[src/rtl/uart_word_load_ctrl.sv]
// Packs UART bytes into big-endian 32-bit words and writes each block to RAM.
// A sentinel word ends a block. The CPU is held in halt until NUM_BLOCKS blocks are stored.
module uart_word_load_ctrl #(
  parameter int          ADDR_W     = 32,
  parameter logic [31:0] BASE_ADDR  = 32'h1000_0000,
  parameter int          MAX_WORDS  = 64,
  parameter logic [31:0] SENTINEL   = 32'd3027,
  parameter int          NUM_BLOCKS = 6,
  parameter int          GAP_CYCLES = 20000
) (
  input  logic              clk,
  input  logic              rst,
  input  logic              rx_valid,
  input  logic [7:0]        rx_data,
  output logic              mem_req,
  input  logic              mem_ack,
  output logic [ADDR_W-1:0] mem_addr,
  output logic [31:0]       mem_wdata,
  output logic              cpu_halt,
  output logic              load_done,
  output logic [7:0]        blk_count,
  output logic [7:0]        word_count,
  output logic              err_ovf,
  output logic              err_drop,
  output logic              err_gap,
  output logic              dbg_state
);

  // Handshake: mem_req, mem_addr and mem_wdata are held stable while mem_req=1.
  // A write completes on any cycle where mem_req=1 and mem_ack=1.
  // mem_ack is ignored while mem_req=0.
  typedef enum logic {LOAD = 1'b0, DONE = 1'b1} state_e;

  localparam int GAP_W = $clog2(GAP_CYCLES + 1);

  state_e           state, state_next;
  logic [23:0]      asm_q;
  logic [1:0]       byte_cnt;
  logic [GAP_W-1:0] gap_cnt;
  logic [31:0]      word_q;
  logic             word_vld;
  logic             base_pend;
  logic             done_pend;

  logic       accept, gap_timeout, ack_fire, write_busy, disp, is_sent, last_blk, go_done;
  logic [7:0] blk_new;

  function automatic logic [ADDR_W-1:0] blk_base(input logic [7:0] b);
    return ADDR_W'(BASE_ADDR) + ADDR_W'(b) * ADDR_W'(MAX_WORDS * 4);
  endfunction

  // Bytes are refused once the final sentinel is waiting for its last write to drain.
  assign accept      = rx_valid && (state == LOAD) && !done_pend;
  assign gap_timeout = (state == LOAD) && (byte_cnt != 2'd0) && !accept &&
                       (gap_cnt == GAP_W'(GAP_CYCLES - 1));
  assign ack_fire    = mem_req && mem_ack;
  assign write_busy  = mem_req && !mem_ack;
  assign disp        = word_vld && (state == LOAD);
  assign is_sent     = (word_q == SENTINEL);
  assign blk_new     = blk_count + 8'd1;
  assign last_blk    = (blk_new == 8'(NUM_BLOCKS));
  assign go_done     = (disp && is_sent && last_blk && !write_busy) || (ack_fire && done_pend);

  always_comb begin
    state_next = state;
    if (state == LOAD && go_done) state_next = DONE;
  end

  always_ff @(posedge clk) begin
    if (rst) state <= LOAD;
    else     state <= state_next;
  end

  always_ff @(posedge clk) begin
    if (rst) begin
      asm_q      <= '0;
      byte_cnt   <= '0;
      gap_cnt    <= '0;
      word_q     <= '0;
      word_vld   <= 1'b0;
      base_pend  <= 1'b0;
      done_pend  <= 1'b0;
      mem_req    <= 1'b0;
      mem_addr   <= ADDR_W'(BASE_ADDR);
      mem_wdata  <= '0;
      blk_count  <= '0;
      word_count <= '0;
      err_ovf    <= 1'b0;
      err_drop   <= 1'b0;
      err_gap    <= 1'b0;
    end else begin
      if (accept) begin
        asm_q    <= {asm_q[15:0], rx_data};
        byte_cnt <= byte_cnt + 2'd1;
        gap_cnt  <= '0;
      end else if (gap_timeout) begin
        asm_q    <= '0;
        byte_cnt <= '0;
        gap_cnt  <= '0;
        err_gap  <= 1'b1;
      end else if (state == LOAD && byte_cnt != 2'd0) begin
        gap_cnt <= gap_cnt + GAP_W'(1);
      end

      word_vld <= accept && (byte_cnt == 2'd3);
      if (accept && byte_cnt == 2'd3) word_q <= {asm_q, rx_data};

      // A write acked after a sentinel belongs to the previous block.
      // Jump to the new block base and do not count the write.
      if (ack_fire) begin
        mem_req   <= 1'b0;
        done_pend <= 1'b0;
        if (base_pend) begin
          mem_addr  <= blk_base(blk_count);
          base_pend <= 1'b0;
        end else begin
          mem_addr   <= mem_addr + ADDR_W'(4);
          word_count <= word_count + 8'd1;
        end
      end

      if (disp) begin
        if (is_sent) begin
          blk_count  <= blk_new;
          word_count <= '0;
          if (write_busy) begin
            base_pend <= 1'b1;
            done_pend <= last_blk;
          end else begin
            mem_addr <= blk_base(blk_new);
          end
        end else if (word_count == 8'(MAX_WORDS)) begin
          err_ovf <= 1'b1;
        end else if (mem_req) begin
          err_drop <= 1'b1;
        end else begin
          mem_wdata <= word_q;
          mem_req   <= 1'b1;
        end
      end
    end
  end

  assign cpu_halt  = (state == LOAD);
  assign load_done = (state == DONE);
  assign dbg_state = state;

endmodule

[config.mk]
export PLATFORM = sky130hd
export DESIGN_NAME = uart_word_load_ctrl
export DESIGN_NICKNAME = d
export VERILOG_FILES = /design/src/rtl/uart_word_load_ctrl.sv
export SDC_FILE = /design/constraint.sdc
export NUM_CORES = 1
export LEC_CHECK = 0
export BUFFER_PORTS_ARGS = -buffer_cell sky130_fd_sc_hd__buf_2
export CORE_UTILIZATION = 55
export CTS_CLUSTER_SIZE = 12
export DETAILED_ROUTE_END_ITERATION = 8
export PLACE_DENSITY_LB_ADDON = 0.1
export SLEW_MARGIN = 5
export SYNTH_ARGS = -nofsm -noshare
export SYNTH_HDL_FRONTEND = slang
export SYNTH_SLANG_ARGS = --single-unit
export TNS_END_PERCENT = 20
[constraint.sdc]
create_clock -name clk -period 2.8 [get_ports clk]
set_clock_uncertainty 0.05 [all_clocks]
set_input_delay 0.28 -clock clk [delete_from_list [all_inputs] [get_ports clk]]
set_output_delay 0.28 -clock clk [all_outputs]
set_load 0.005 [all_outputs]
==> metrics.txt <==
synthesis-stage register bit count=161; status=finished, final reports clean; RSZ-0062 raised after global routing=no; WL/cell=16.85 µm; Final GP Congestion=0.9250; CP Data Required Time=3.11 ns; DRC violations left=0; IO Count=99; initial antenna violation count=0; Worst path top cell family by delay=simple AND/OR/NAND/NOR gates; post-synth cell types=64; die area=12760 µm²; most numerous cell in the Yosys netlist=dfxtp_1; area of the multi-input gates=3257 µm²; Worst-Skew Late Latency=0.43 ns; Final Cycle Share=0.8508; synth top area cells=dfxtp_1, a22o_1, a21oi_1, xor2_1, nand3_1; vias in the first global route=5447; Post-Syn Nets=775; Final ANT Viol Nets=0; total number of vias=5943; Critical Path Fanout Max=32; Top FF cell, synth=dfxtp_1; CTS Buf Count=17; sequential share of the synthesized area=0.4761; FF/Latch Area=3223 µm²; Crit. End Element=flip-flop; # Max-Cap Violations=0; syn_area_per_cell=8.967 µm²; # diodes=0; Slew Limit Fails=0; mapped cell area=6770 µm²; P&R area growth vs syn=16.73%; Fillers=995; Final Setup Violations=0; LEAKAGE=3.076 nW; largest net degree at the start of global routing=36; worst setup path class=flip-flop to flip-flop; grt ovf=0; site row count=40; fin worst setup slack=0.4178 ns; Largest stage delay, worst path=0.65 ns; Initial DRC Count=463; Bufs on Longest Clock Path=2; clock sinks=161; Critical path buffers and inverters=1; clock root cell=clkbuf_16; pre-CTS setup slack=0.5111 ns; number of synthesized flops with an enable pin=0; first-pass GRT wire length=27400 µm; port bufs=98; Pwr per Cell Area=596.7 nW/µm²; total track usage=0.2711; CP Cell Sequence=inv_1 -> ha_1 -> nand4bb_1 -> nor4_1 -> or2_2 -> o21ai_0 -> a21oi_1; Vias/cell=5.961; H-tree levels=4; leading area contributor after synthesis=dfxtp_1; hold-fix buffer count after cts=0; Post-layout nets=857; fmax=0.4198 GHz; Rel. slew slack=0.3665; layout cells sized above 1=0.1953; Worst Path Arrival=2.69 ns; DP Wirelength=11650 µm; final WL=16800 µm; FFs w/ async S/R, synth=0; Cells after Synth=755; Worst-Margin Slew=0.9474 ns; Synth top cells by count=dfxtp_1, nor2_1, a21oi_1, nand2_1, nand3_1; Worst IR Drop VDD=0.0004594 V; post-CTS sizing=0; CP max stage cell=nor4_1; initial core utilization=0.5636; crit path launch type=flip-flop; Vert. Die Dim=113.0 µm; warnings from Yosys=0; Final Hold Vio Count=0; CTS tree=yes; Die Width=113.0 µm; core area=12010 µm²; TritonRoute pass-1 iters=5; Hold Path Class=input pin to flip-flop; top cell type's share of synthesized area=0.4761; setup TNS=0 ns; buffers inserted by post-CTS timing repair=0; clock transition at the registers of the reported paths=0.06 ns; crit path time final=2.382 ns
cell families after synthesis:
| group | synth area share |
|---|---|
| AO/OA/AOI/OAI | 0.1713 |
| flip-flops | 0.4761 |
| adder cells (fa/ha/maj) | 0.01479 |
| multiplexers | 0.007393 |
| XOR/XNOR | 0.06339 |
| AND/OR/NAND/NOR | 0.2231 |
| buffers and inverters | 0.04398 |
worst paths after layout:
| kind | from | end | slack, ns | cells past startpoint |
|---|---|---|---|---|
| setup / recovery | word_count[0] | mem_wdata[18] | 0.42 | 7 |
| hold / removal | rx_data[7] | asm_q[7] | 0.06 | 2 |
| setup reg to reg | word_count[0] | mem_wdata[18] | 0.42 | 7 |
| hold reg to reg | mem_addr[0] | mem_addr[0] | 0.37 | 2 |
cell type report:
type | instances | share of cell area
flip-flops and latches | 161 | 0.4079
clock inverters | 10 | 0.01377
multi-input cells | 529 | 0.4121
clock buffers | 22 | 0.06001
repair buffers | 112 | 0.07536
well taps | 147 | 0.02327
inverters | 16 | 0.007600
per-layer routing:
metal | part of all wire | up-vias | track usage | routed length [µm]
met5 | 0 | - | 0 | 0
met4 | 0.019 | 0 | 0.09561 | 318
met3 | 0.052 | 28 | 0.05892 | 874
met2 | 0.47 | 189 | 0.4387 | 7912
met1 | 0.46 | 2855 | 0.3590 | 7692
li1 | - | 2871 | - | -
report_power, final:
| group | switching (mW) | leakage (nW) | internal, mW |
|---|---|---|---|
| logic | 0.0759 | 1.49 | 0.0336 |
| clock network | 0.907 | 0.286 | 1.38 |
| registers | 0.0154 | 1.30 | 2.31 |
layout by cell type, fill, tap and decap left out, types with 3 or more instances in the layout:
master and instances:
nand4_1 29, a311oi_1 3, nor3_1 16, dfxtp_1 161
or3_1 7, and2_1 3, nor4_2 5, a21oi_1 62
clkbuf_8 3, ha_1 8, o22ai_1 3, a22o_1 38
nor3_2 3, xor2_1 30, and3_1 16, buf_2 98
nor4_1 3, nand2_1 62, nor2_1 65, mux2i_1 5
nand3_1 50, xnor2_1 19, a31oi_1 5, a211oi_1 3
clkinv_2 5, o21a_1 3, or2_2 3, o21ai_0 39
a21oi_2 3, buf_4 14, a22oi_1 3, and4_1 4
clkbuf_16 17, inv_1 15
registers in the layout, indices dropped and copies added (netlist names), 2 cells and up, named ones only:
register and cells:
mem_addr 32, blk_count 8, word_count 8, asm_q 24, byte_cnt 2, mem_wdata 32, gap_cnt 15, word_q 32
per-stage QoR:
stage | utilization | cell area (µm²) | hold WS (ns) | power [mW] | cells
finish | 0.6579 | 7903 | 0.05690 | 4.715 | 997
CTS | 0.6579 | 7903 | 0.05305 | 4.737 | 997
floorplan | - | 6770 | 0.3629 | 2.448 | 755
global placement | 0.6094 | 7320 | 0.3616 | 2.480 | 965
detailed placement | 0.6094 | 7320 | 0.3646 | 2.482 | 965
global route | 0.6579 | 7903 | 0.05199 | 4.860 | 997
Power figures use the tool's default switching activity.
